## config.mk

```make
export PLATFORM = sky130hd
export DESIGN_NAME = display_update_controller
export DESIGN_NICKNAME = d
export VERILOG_FILES = /design/src/rtl/display_update_controller.sv
export SDC_FILE = /design/constraint.sdc
export NUM_CORES = 1
export LEC_CHECK = 0
export CAP_MARGIN = 20
export CORE_ASPECT_RATIO = 0.8
export CORE_MARGIN = 3
export CORE_UTILIZATION = 44
export DETAILED_ROUTE_END_ITERATION = 6
export PLACE_DENSITY = 0.77
export RECOVER_POWER = 25
export REMOVE_ABC_BUFFERS = 1
export SYNTH_ARGS = -nofsm -noshare
export SYNTH_HDL_FRONTEND = slang
export SYNTH_SLANG_ARGS = --single-unit
export TNS_END_PERCENT = 20
```

## constraint.sdc

```tcl
create_clock -name clk -period 1.85 [get_ports clk]
set_input_delay 0.555 -clock clk [delete_from_list [all_inputs] [get_ports clk]]
set_output_delay 0.555 -clock clk [all_outputs]
set_load 0.01 [all_outputs]
```

## src/rtl/display_update_controller.sv

```systemverilog
// Converts a 16-bit binary sample into four BCD digits using a sequential double-dabble.
// Results are held for HOLD_CYCLES before the next sample is accepted.
module display_update_controller #(
  parameter int         HOLD_CYCLES = 10000,
  parameter bit         BLANK_EN    = 1'b1,
  parameter logic [3:0] BLANK_CODE  = 4'hF
) (
  input  logic        clk,
  input  logic        rst_n,
  input  logic        in_valid,
  input  logic [15:0] in_data,
  output logic        in_ready,
  output logic [3:0]  digit0,
  output logic [3:0]  digit1,
  output logic [3:0]  digit2,
  output logic [3:0]  digit3,
  output logic        ovf,
  output logic        upd_done,
  output logic        busy
);

  typedef enum logic [1:0] {IDLE, CONVERT, FINISH, HOLD} state_t;

  localparam logic [15:0] HOLD_LOAD  = 16'(HOLD_CYCLES - 1);
  localparam logic [3:0]  LEAD_RESET = BLANK_EN ? BLANK_CODE : 4'd0;
  localparam logic [3:0]  LAST_ITER  = 4'd13;

  state_t      state_reg, state_next;
  logic [13:0] bin_reg;
  logic [15:0] bcd_reg;
  logic [3:0]  iter_reg;
  logic [15:0] hold_reg;
  logic        ovf_latch_reg;
  logic        ovf_reg;
  logic        upd_done_reg;
  logic [3:0]  digit_reg [4];

  logic [15:0] bcd_adj;
  logic [29:0] shift_next;
  logic [13:0] sat_value;
  logic        in_over;
  logic        blank3, blank2, blank1;

  assign in_over   = (in_data > 16'd9999);
  assign sat_value = in_over ? 14'd9999 : in_data[13:0];

  // Add-3 correction on every nibble that would overflow past 9 when doubled.
  genvar gi;
  generate
    for (gi = 0; gi < 4; gi++) begin : g_adj
      assign bcd_adj[gi*4 +: 4] = (bcd_reg[gi*4 +: 4] >= 4'd5) ?
                                  bcd_reg[gi*4 +: 4] + 4'd3 : bcd_reg[gi*4 +: 4];
    end
  endgenerate

  assign shift_next = {bcd_adj, bin_reg} << 1;

  assign blank3 = BLANK_EN && (bcd_reg[15:12] == 4'd0);
  assign blank2 = blank3 && (bcd_reg[11:8] == 4'd0);
  assign blank1 = blank2 && (bcd_reg[7:4] == 4'd0);

  always_comb begin
    state_next = state_reg;
    case (state_reg)
      IDLE:    if (in_valid) state_next = CONVERT;
      CONVERT: if (iter_reg == LAST_ITER) state_next = FINISH;
      FINISH:  state_next = HOLD;
      HOLD:    if (hold_reg == 16'd0) state_next = IDLE;
      default: state_next = IDLE;
    endcase
  end

  always_ff @(posedge clk or negedge rst_n) begin
    if (!rst_n) begin
      state_reg     <= IDLE;
      bin_reg       <= '0;
      bcd_reg       <= '0;
      iter_reg      <= '0;
      hold_reg      <= '0;
      ovf_latch_reg <= 1'b0;
      ovf_reg       <= 1'b0;
      upd_done_reg  <= 1'b0;
      digit_reg[0]  <= 4'd0;
      digit_reg[1]  <= LEAD_RESET;
      digit_reg[2]  <= LEAD_RESET;
      digit_reg[3]  <= LEAD_RESET;
    end else begin
      state_reg    <= state_next;
      upd_done_reg <= (state_reg == FINISH);
      case (state_reg)
        IDLE: begin
          if (in_valid) begin
            bin_reg       <= sat_value;
            bcd_reg       <= '0;
            iter_reg      <= '0;
            ovf_latch_reg <= in_over;
          end
        end
        CONVERT: begin
          bcd_reg  <= shift_next[29:14];
          bin_reg  <= shift_next[13:0];
          iter_reg <= (iter_reg == LAST_ITER) ? 4'd0 : iter_reg + 4'd1;
        end
        FINISH: begin
          digit_reg[0] <= bcd_reg[3:0];
          digit_reg[1] <= blank1 ? BLANK_CODE : bcd_reg[7:4];
          digit_reg[2] <= blank2 ? BLANK_CODE : bcd_reg[11:8];
          digit_reg[3] <= blank3 ? BLANK_CODE : bcd_reg[15:12];
          ovf_reg      <= ovf_latch_reg;
          hold_reg     <= HOLD_LOAD;
        end
        HOLD: begin
          if (hold_reg != 16'd0) hold_reg <= hold_reg - 16'd1;
        end
        default: ;
      endcase
    end
  end

  assign in_ready = (state_reg == IDLE);
  assign busy     = ~in_ready;
  assign ovf      = ovf_reg;
  assign upd_done = upd_done_reg;
  assign digit0   = digit_reg[0];
  assign digit1   = digit_reg[1];
  assign digit2   = digit_reg[2];
  assign digit3   = digit_reg[3];

endmodule

```

Word-level counts from Yosys, hierarchy flattened
Cells that the tools add are included.
{"block": "totals", "ff_bits": 71, "latchBits": 0, "ram_bits": 0, "romBits": 0, "input_bits": 19, "output_inout_bits": 20, "mem_count": 0}
{"block": "classes", "n_addsub": 6, "mul": 0, "div": 0, "n_lt_le_gt_ge": 5, "eq_ne": 8, "shift": 0, "muxes": 21, "bitwise_logic": 1, "reduce_logical": 14}
{"op": "$pmux 16 s2", "count": 2}
{"op": "$mux 16", "count": 2}
{"op": "$mux 4", "count": 8}
{"op": "$mux 14", "count": 2}
{"op": "$pmux 14 s2", "count": 1}
{"op": "$ge 4x3->1 const B", "count": 4}
{"op": "$gt 16x14->1 const B", "count": 1}
{"op": "$logic_not 16->1", "count": 1}
{"op": "$reduce_bool 16->1", "count": 1}
{"op": "$sub 16x1->16 const B", "count": 1}
{"op": "$add 4x2->4 const B", "count": 3}
{"op": "$logic_not 4->1", "count": 3}
{"op": "$ne 2x2->1 const B", "count": 4}
{"op": "$pmux 2 s4", "count": 1}
{"op": "$pmux 4 s2", "count": 1}
{"op": "$mux 2", "count": 3}
{"op": "$reduce_and 2->1", "count": 3}
{"op": "$add 4x1->4 const B", "count": 1}
{"op": "$eq 2x2->1 const B", "count": 2}
{"op": "$eq 4x4->1 const B", "count": 1}
{"op": "$reduce_bool 2->1", "count": 2}
{"op": "$add 3x2->3 const B", "count": 1}
{"op": "$mux 3", "count": 1}
{"op": "$reduce_and 3->1", "count": 1}
{"op": "4 further kinds", "count": 5}

Logic depth before layout (Yosys ltp)
Gate-level depths: netlist of the first run.
{"block": "depth", "ltp_word": 4, "ltp_mapped": 8, "ltp_nobuf": 6}

Worst setup path after synthesis of the first run
OpenSTA, ideal clock, no wires.
{"block": "synth_timing", "kind": "register to register", "start": "reg state_reg[0]", "end": "reg bin_reg[11]", "setup_time_ps": 110, "arrival_ps": 1778, "required_ps": 1740, "path_slack_ps": -38, "stages_incl_launch_ff": 8, "path_buffers": 2, "synth_period_minus_slack_ps": 1888, "path_cell_list": "dfrtp_1 -> inv_1 -> ha_1 -> buf_2 -> mux2i_1 -> clkbuf_1 -> a22oi_1 -> o41ai_1"}
{"block": "synth_between", "elab_chain_len": 3}
{"item": "start: declaration", "line_no": "28", "rtl": "state_t state_reg, state_next;"}
{"item": "start signal: assignment", "line_no": "88", "rtl": "state_reg <= state_next;"}
{"item": "$logic_not 2->1 (*)"}
{"item": "via in_ready", "line_no": "12", "rtl": "output logic in_ready,"}
{"item": "$ne 2x2->1 (no line) / $reduce_bool 2->1 (equally long branches)"}
{"item": "$reduce_and 2->1 (no line)"}
{"item": "end signal: assignment", "line_no": "93", "rtl": "bin_reg <= sat_value;"}
{"item": "end signal: assignment", "line_no": "101", "rtl": "bin_reg <= shift_next[13:0];"}
{"item": "end: declaration", "line_no": "29", "rtl": "logic [13:0] bin_reg;"}
The timed path passes the listed nets; every way through them passes the cells marked *.
A chain may end at the register's enable or synchronous reset.

Final worst setup path of the first run
{"block": "layout_timing", "start": "in in_data[5]", "end": "reg bin_reg[11]"}
{"block": "layout_between", "elab_chain_len": 4}
{"item": "start: declaration", "line_no": "11", "rtl": "input logic [15:0] in_data,"}
{"item": "$gt 16x14->1", "line_no": "44", "rtl": "assign in_over = (in_data > 16'd9999);"}
{"item": "$mux 14", "line_no": "45", "rtl": "assign sat_value = in_over ? 14'd9999 : in_data[13:0];"}
{"item": "$mux 14", "line_no": "92", "rtl": "if (in_valid) begin"}
{"item": "$pmux 14 s2", "line_no": "90", "rtl": "case (state_reg)"}
No other way between the ends. The select of a mux whose other input is x is not followed.

==> out/qor.yml, run 1 <==
status: "completed"
rows: 29
track_usage_pct: 19.8
max_slew_margin_pct: 36.2
synth_edf_count: 0
setup_ws_ns: 0.0513
synth_compound_area_share_pct: 20.4
first_pass_iters: 4
nets: 500
synthFlopType: "dfrtp_1"
crit_cells: 5
grt_remaining_overflow: 0
antenna_cells: 0
whs_ns: 0.468
cts_buffer_depth: 2
initial_core_util_pct: 46.0
cap_violations: 0
worstPathMaxFanout: 5
syn_inst: 372
area_delta_synth_final_pct: 31.9
clock-root-buffer: "clkbuf_8"
crit_end: "bin_reg[11]"
critPathArrivalTime_ns: 2.04
setup_viol: 0
cts_hold_buf: 0
synth_top_family_by_area: "compound AO/OA/AOI/OAI gates"
synth_xor_area_share_pct: 1.18
worst-r2r-setup-slack_ns: 0.06
worst_path_max_delay_cell: "clkdlybuf4s50_1"
die_width_um: 109
postRouteAntennaNets: 0
grt_pass1_wl_um: 15000
place_worst_setup_slack_ns: -0.459
powerDensity_nw_per_um2: 580
die_area_um2: 9600
yosys.area_share.adder_pct: 5.72
ir_drop_mv: 0.326
drive_gt1_share_pct: 27.5
insertion_delay_ns: 0.35
route.detailed.drc: 0
critPathCaptureType: "register"
regToRegStartpoint: "hold_reg[12]"
first_global_vias: 3221
viasPerCell: 5.71
antenna_found_initial: 0
required_ns: 2.09
dp.cells: 558
reg2regPathDepth: 4
async_reset_ff_share_pct: 100
crit_path_start_kind: "input port"
syn_area_um2: 3720
worstMarginPinSlew_ns: 0.956
drtIter0Drc: 226
chipHeight_um: 88.3
post-route-period-util_pct: 97.2
synthMuxAreaShare_pct: 5.14
hold_violations: 0
min_period_ns: 1.80
final_core_util_pct: 60.6
fin_cells: 577
regToRegEndpoint: "hold_reg[10]"
yosys.area_share.simple_pct: 15.4
critPathKind: "in -> reg"
clock-sinks: 71
numCtsBuffers: 9
avgSynthCellArea_um2: 10.0
worstPathCellList: "clkdlybuf4s50_1 -> nor4_2 -> o21ai_2 -> a21o_2 -> o41ai_2"
grt_max_degree: 72
core_area_um2: 8090
place_congestion: 0.842
ys_types: 53
ys_seq_area_share_pct: 48.2
slew_viol_final: 0
fmax_mhz: 556
cts_tree: "done"
hold_path_class: "in -> async"
rsz0062_at_grt: "yes"
avgRoutedWirePerCell_um: 15.5
max_stage_delay_ns: 0.43
portBuffers: 38
vias: 3292
routed_wl_um: 8970
critPathBufInv: 1
skew_ns: 0.00980
startpoint: "in_data[5]"
htree_levels: 3
io_pins: 39
p_leak_nw: 2.16
synth-seq-cells: 71
ys_warn_count: 0
place_hpwl_um: 6050
path_clk_slew_ns: 0.08
setup_tns_ns: 0
critical-path-top-delay-family: "compound AO/OA/AOI/OAI gates"
cell usage in the layout (no fill, tap or decap), drive strengths merged, types with 3 or more instances in the layout:
| master | n |
|---|---|
| and3 | 3 |
| o211ai | 6 |
| a31oi | 7 |
| mux2i | 9 |
| o41ai | 6 |
| clkbuf | 15 |
| ha | 17 |
| buf | 58 |
| a22oi | 5 |
| nand2b | 7 |
| nand3 | 6 |
| dlygate4sd2 | 12 |
| o21ai | 22 |
| a21oi | 25 |
| dfrtp | 59 |
| xnor2 | 4 |
| nand3b | 6 |
| nor2 | 36 |
| nor4 | 4 |
| o22a | 4 |
| nand2 | 23 |
| o22ai | 8 |
| a22o | 3 |
| clkdlybuf4s50 | 23 |
| mux2 | 9 |
| dfstp | 12 |
| o31ai | 8 |
| inv | 24 |
| nor3 | 8 |
| o32ai | 3 |
| a21o | 3 |
stage by stage:
step | total power [mW] | area (µm²)
CTS | 2.88 | 4820
finish | 2.84 | 4910
global placement | 1.69 | 4610
detailed placement | 1.69 | 4610
floorplan | 1.60 | 3660
global route | 2.95 | 4910
repair_timing:
item / CTS / global route
pin swaps: 2 / 6
hold endpoints to repair: 0 / 0
resized for setup: 19 / 30
buffers inserted: 2 / 1
setup endpoints to repair: 20 / 36
worst min path at each step:
stage,start,end,slack (ns)
6_report,rst_n,digit0[3],0.47
5_1_grt,digit3[0],digit3[0],0.52
4_1_cts,rst_n,digit0[3],0.24
3_5_place_dp,bin_reg[13],bcd_reg[0],0.48
3_3_place_gp,bin_reg[13],bcd_reg[0],0.47
2_1_floorplan,rst_n,bcd_reg[0],0.26
Yosys cell counts (3+ instances only):
master	n	area, µm²
o22a_1	4	35.0
a22o_1	3	26.3
ha_1	17	213
dfrtp_1	59	1480
buf_2	3	15.0
a21oi_1	25	125
xnor2_1	4	35.0
dfstp_2	12	315
o21ai_0	22	110
mux2_2	9	101
nand3_1	6	30.0
o31ai_1	8	60.1
mux2i_1	9	90.1
a31oi_1	7	43.8
nor3_1	8	40.0
buf_1	4	15.0
nand3b_1	6	45.0
o22ai_1	8	50.1
nor2_1	36	135
a21o_1	3	22.5
nand2_1	23	86.3
inv_1	24	90.1
o211ai_1	6	45.0
clkbuf_1	8	30.0
nand2b_1	7	43.8
o41ai_1	6	52.6
and3_1	3	18.8
o32ai_1	3	26.3
a22oi_1	5	37.5
power breakdown:
group,internal (mW),switching (mW),total [mW],leakage [nW]
Combinational,0.0547,0.0561,0.111,1.21
Sequential,1.55,0,1.55,0.856
Clock,0.594,0.588,1.18,0.0954
Total,2.20,0.644,2.84,2.16
cell type report:
cell class / count / area (µm²)
sequential: 71 / 1790
fill: 675 / 3180
timing repair buffer: 96 / 820
multi-input combinational: 262 / 1880
inverter: 24 / 90.1
clock buffer: 13 / 169
tap: 108 / 135
clock inverter: 3 / 17.5
layer usage:
metal | global-route usage (%) | vias to the layer above | routed length, µm
met3 | 4.01 | 25 | 365
met5 | 0 | - | 0
li1 | - | 1559 | -
met4 | 7.91 | 0 | 220
met1 | 25.9 | 1620 | 4090
met2 | 32.7 | 88 | 4290
kinds of logic after synthesis:
family,count (synthesis)
buf+inv,39
compound gates,114
xor+xnor,5
flops,71
simple gates,108
fa+ha+maj,17
mux,18
No activity file was read; power rests on OpenSTA's default activity.
==> run 2: changes to the inputs <==
CORE_ASPECT_RATIO = 0.75   (was 0.8)
==> out/qor.yml, run 2 (synthesized netlist as in run 1, its figures left out) <==
fin_cells: 570  # was 577
avgRoutedWirePerCell_um: 15.4  # was 15.5 µm
grt_remaining_overflow: 0  # unchanged
ir_drop_mv: 0.433  # was 0.326 mV
whs_ns: 0.469  # was 0.468 ns
rsz0062_at_grt: "yes"  # unchanged
place_hpwl_um: 5970  # was 6050 µm
htree_levels: 3  # unchanged
clock-sinks: 71  # unchanged
drtIter0Drc: 233  # was 226
min_period_ns: 1.85  # was 1.80 ns
area_delta_synth_final_pct: 33.8  # was 31.9%
worstMarginPinSlew_ns: 0.969  # was 0.956 ns
path_clk_slew_ns: 0.06  # was 0.08 ns
reg2regPathDepth: 7  # was 4
clock-root-buffer: "clkbuf_16"  # was clkbuf_8
place_worst_setup_slack_ns: -0.419  # was -0.459 ns
die_width_um: 112  # was 109 µm
layout_commonest_cell: "dfrtp_1"  # unchanged
place_congestion: 0.854  # was 0.842
cts_buffer_depth: 2  # unchanged
crit_path_start_kind: "register"  # was input port
hold_path_class: "in -> async"  # unchanged
max_slew_margin_pct: 35.4  # was 36.2%
fillCellCount: 672  # was 675
postRouteAntennaNets: 0  # unchanged
setup_ws_ns: 0.000222  # was 0.0513 ns
critPathArrivalTime_ns: 1.29  # was 2.04 ns
required_ns: 1.29  # was 2.09 ns
postLayoutCellArea_um2: 4980  # was 4910 µm²
hold_violations: 0  # unchanged
die_area_um2: 9610  # was 9600 µm²
setup_viol: 0  # unchanged
track_usage_pct: 18.5  # was 19.8%
initial_core_util_pct: 46.2  # was 46.0%
powerDensity_nw_per_um2: 685  # was 580 nW/µm²
first_pass_iters: 4  # unchanged
post-route-period-util_pct: 100  # was 97.2%
dp.cells: 552  # was 558
p_leak_nw: 2.20  # was 2.16 nW
antenna_found_initial: 0  # unchanged
critPathKind: "reg -> out"  # was in -> reg
numCtsBuffers: 9  # unchanged
insertion_delay_ns: 0.33  # was 0.35 ns
vias: 3273  # was 3292
antenna_cells: 0  # unchanged
core_area_um2: 8060  # was 8090 µm²
io_pins: 39  # unchanged
viasPerCell: 5.74  # was 5.71
grt_pass1_wl_um: 14600  # was 15000 µm
critPathCaptureType: "output pin"  # was register
chipHeight_um: 85.6  # was 88.3 µm
routed_wl_um: 8760  # was 8970 µm
status: "completed"  # unchanged
skew_ns: 0.00712  # was 0.00980 ns
grt_max_degree: 72  # unchanged
cap_violations: 0  # unchanged
final_cell_mix: "59 x dfrtp_1, 52 x buf_4, 36 x nor2_1"  # was 59 x dfrtp_1, 54 x buf_4, 36 x nor2_1
route.detailed.drc: 0  # unchanged
drive_gt1_share_pct: 25.2  # was 27.5%
fmax_mhz: 541  # was 556 MHz
place_area_um2: 4580  # was 4610 µm²
slew_viol_final: 0  # unchanged
worstPathMaxFanout: 3  # was 5
rows: 28  # was 29
first_global_vias: 3137  # was 3221
portBuffers: 38  # unchanged
cts_tree: "done"  # unchanged
nets: 496  # was 500
==> run 2: cell types whose count changed in the layout (fill, tap and decap cells not counted), moves of 2 or more <==
cell / previous run / this run
clkinv_2: 2 / 0
clkbuf_16: 0 / 9
inv_2: 4 / 1
buf_4: 54 / 52
clkbuf_8: 12 / 2
clkbuf_1: 1 / 3
dlygate4sd2_1: 12 / 14
inv_1: 20 / 23
nor3b_2: 2 / 0
==> run 2: worst paths after layout <==
kind	startpoint	endpoint	slack (ns)
max in group asynchronous	rst_n	hold_reg[9]	0.74
hold reg to reg	bin_reg[13]	bcd_reg[0]	0.48
min in group clk	bin_reg[13]	bcd_reg[0]	0.48
setup / recovery	state_reg[0]	busy	0.0002
hold / removal	rst_n	bcd_reg[15]	0.47
setup reg to reg	hold_reg[0]	hold_reg[11]	0.04
==> run 2: per-layer routing <==
metal	up-vias	global-route usage, %	part of all wire [%]
li1	1554	-	-
met1	1612	24.6	45
met2	88	29.2	48
met3	19	4.51	5.2
met4	0	8.08	2.1
met5	-	0	0
==> run 2: area by class of cell <==
class / instances / area (µm²) / share of cell area, %
Timing Repair Buffer: 92 / 776 / 15.6
Inverter: 24 / 90.1 / 1.81
Clock buffer: 14 / 264 / 5.30
Tap cell: 105 / 131 / 2.64
Sequential cell: 71 / 1790 / 36.0
Clock inverter: 2 / 38.8 / 0.779
Multi-Input combinational cell: 262 / 1890 / 37.9
==> run 2: worst max-delay path: stages (launching register included) <==
cell and delay (ns):
dfrtp_1 0.39, inv_1 0.11, ha_4 0.16, inv_1 0.04, dlygate4sd2_1 0.27
==> run 2: stage by stage <==
step           setup TNS [ns]  utilization (%)  power, mW
3_3_place_gp            -3.27             56.9       1.69
5_1_grt                -0.332             61.8       3.54
6_report                    0             61.8       3.41
4_1_cts               -0.0193             60.8       3.45
3_5_place_dp            -4.78             56.9       1.69
2_1_floorplan           -4.71                -       1.60
==> run 2: power by group <==
| group | total [mW] | internal (mW) | switching (mW) |
|---|---|---|---|
| clock network | 1.75 | 1.12 | 0.628 |
| logic | 0.109 | 0.0523 | 0.0569 |
| registers | 1.56 | 1.56 | 0 |
| total | 3.41 | 2.73 | 0.685 |
==> run 2: timing repair <==
| item | 4_1_cts | 5_1_grt |
|---|---|---|
| setup endpoints to repair | 20 | 27 |
| setup buffers | 2 | 0 |
| hold buffers | 0 | 0 |
| gates cloned | 0 | 0 |
| gates resized for setup | 19 | 19 |
| pin swaps | 2 | 2 |
==> run 3: changes to the inputs <==
CORE_ASPECT_RATIO = not set   (was 0.75)
CTS_CLUSTER_SIZE = 20   (was not set)
==> out/qor.yml, run 3 (synthesized netlist as in run 1, its figures left out) <==
rsz0062_at_grt: "yes"  # unchanged
worstMarginPinSlew_ns: 0.886  # was 0.969 ns
routed_wl_um: 8510  # was 8760 µm
p_leak_nw: 2.15  # was 2.20 nW
nets: 495  # was 496
cts_hold_buf: 0  # unchanged
critPathCaptureType: "register"  # was output pin
first_pass_iters: 4  # unchanged
place_congestion: 0.842  # was 0.854
antenna_found_initial: 0  # unchanged
drive_gt1_share_pct: 23.7  # was 25.2%
required_ns: 2.14  # was 1.29 ns
ir_drop_mv: 0.314  # was 0.433 mV
drtIter0Drc: 148  # was 233
grt_max_degree: 37  # was 72
postRouteAntennaNets: 0  # unchanged
crit_path_start_kind: "register"  # unchanged
slew_viol_final: 0  # unchanged
insertion_delay_ns: 0.36  # was 0.33 ns
initial_core_util_pct: 46.7  # was 46.2%
post-route-period-util_pct: 100  # about the same
setup_viol: 1  # was 0
route.detailed.drc: 0  # unchanged
die_width_um: 98.0  # was 112 µm
grt_remaining_overflow: 0  # unchanged
violations: "negative setup slack"
dp.cells: 548  # was 552
core_area_um2: 7970  # was 8060 µm²
rows: 32  # was 28
die_area_um2: 9600  # was 9610 µm²
chipHeight_um: 98.0  # was 85.6 µm
numCtsBuffers: 9  # unchanged
skew_ns: 0.0119  # was 0.00712 ns
final_cell_mix: "59 x dfrtp_1, 49 x buf_4, 36 x nor2_1"  # was 59 x dfrtp_1, 52 x buf_4, 36 x nor2_1
io_pins: 39  # unchanged
path_clk_slew_ns: 0.08  # was 0.06 ns
powerDensity_nw_per_um2: 578  # was 685 nW/µm²
max_slew_margin_pct: 41.0  # was 35.4%
grt_pass1_wl_um: 15000  # was 14600 µm
area_delta_synth_final_pct: 28.5  # was 33.8%
hold_path_class: "in -> async"  # unchanged
status: "finished with violations"  # was completed
htree_levels: 3  # unchanged
place_worst_setup_slack_ns: -0.323  # was -0.419 ns
track_usage_pct: 18.9  # was 18.5%
cts_tree: "done"  # unchanged
fin_cells: 566  # was 570
worstPathMaxFanout: 5  # was 3
viasPerCell: 5.56  # was 5.74
setup_tns_ns: -0.00909  # was 0 ns
min_period_ns: 1.86  # was 1.85 ns
clock-root-buffer: "clkbuf_8"  # was clkbuf_16
place_hpwl_um: 6070  # was 5970 µm
avgRoutedWirePerCell_um: 15.0  # was 15.4 µm
layout_commonest_cell: "dfrtp_1"  # unchanged
portBuffers: 38  # unchanged
cts_buffer_depth: 2  # unchanged
fmax_mhz: 538  # was 541 MHz
setup_ws_ns: -0.00909  # was 0.000222 ns
clock-sinks: 71  # unchanged
critPathArrivalTime_ns: 2.14  # was 1.29 ns
antenna_cells: 0  # unchanged
whs_ns: 0.229  # was 0.469 ns
cap_violations: 0  # unchanged
first_global_vias: 3283  # was 3137
vias: 3145  # was 3273
critPathKind: "reg -> reg"  # was reg -> out
hold_violations: 0  # unchanged
[run 3: changes by cell type in the layout (fill, tap and decap cells not counted), moves of 2 or more]
cell | previous run | this run
clkbuf_16 | 9 | 0
clkbuf_8 | 2 | 10
buf_4 | 52 | 49
clkbuf_2 | 0 | 3
clkdlybuf4s50_1 | 23 | 20
clkinv_2 | 0 | 3
o41ai_1 | 2 | 5
o41ai_2 | 4 | 1
dlymetal6s2s_1 | 0 | 2
o21ai_1 | 0 | 2
[run 3: layout make-up]
type,instances,area (µm²)
flip-flops and latches,71,1790
clock inverters,4,22.5
well taps,102,128
multi-input cells,262,1830
inverters,24,90.1
clock buffers,12,145
repair buffers,91,777
fillers,654,3190
[run 3: critical path, stage by stage, from the launching register on]
cell and delay [ns]:
dfrtp_1 0.41, buf_4 0.15, ha_2 0.20, and4bb_4 0.22, and3_1 0.19, or4_1 0.49
a21oi_2 0.14
[run 3: metrics by stage]
| stage | total power [mW] | instance area [µm²] | util, % |
|---|---|---|---|
| 2_1_floorplan | 1.60 | 3660 | - |
| 3_3_place_gp | 1.70 | 4600 | 57.7 |
| 3_5_place_dp | 1.70 | 4600 | 57.7 |
| 4_1_cts | 2.80 | 4780 | 60.1 |
| 5_1_grt | 2.88 | 4780 | 60.0 |
| 6_report | 2.77 | 4780 | 60.0 |
[run 3: where the power goes]
group	total, mW	switching, mW	internal (mW)
logic	0.106	0.0533	0.0531
clock network	1.11	0.589	0.517
registers	1.55	0	1.55
total	2.77	0.642	2.12
[run 3: layer usage]
layer,routed length [µm],GRT usage [%]
met1,3980,24.6
met4,223,9.58
met2,3980,30.2
met3,326,3.64
met5,0,0
[run 3: worst paths after layout]
path | end | slack, ns | from | cells past startpoint
min in group clk | digit2[2] | 0.49 | digit2[2] | 2
worst max-delay path | hold_reg[11] | -0.009 | state_reg[0] | 6
worst max register to register | hold_reg[11] | -0.009 | state_reg[0] | 6
worst min-delay path | hold_reg[9] | 0.23 | rst_n | 1
worst min register to register | digit2[2] | 0.49 | digit2[2] | 2
max in group asynchronous | iter_reg[0] | 0.30 | rst_n | 2
[run 3: what timing repair did]
| action | 4_1_cts | 5_1_grt |
|---|---|---|
| pin swaps | 2 | 1 |
| gates resized for setup | 26 | 11 |
| setup buffers | 2 | 0 |
| endpoints found under the setup margin | 17 | 34 |
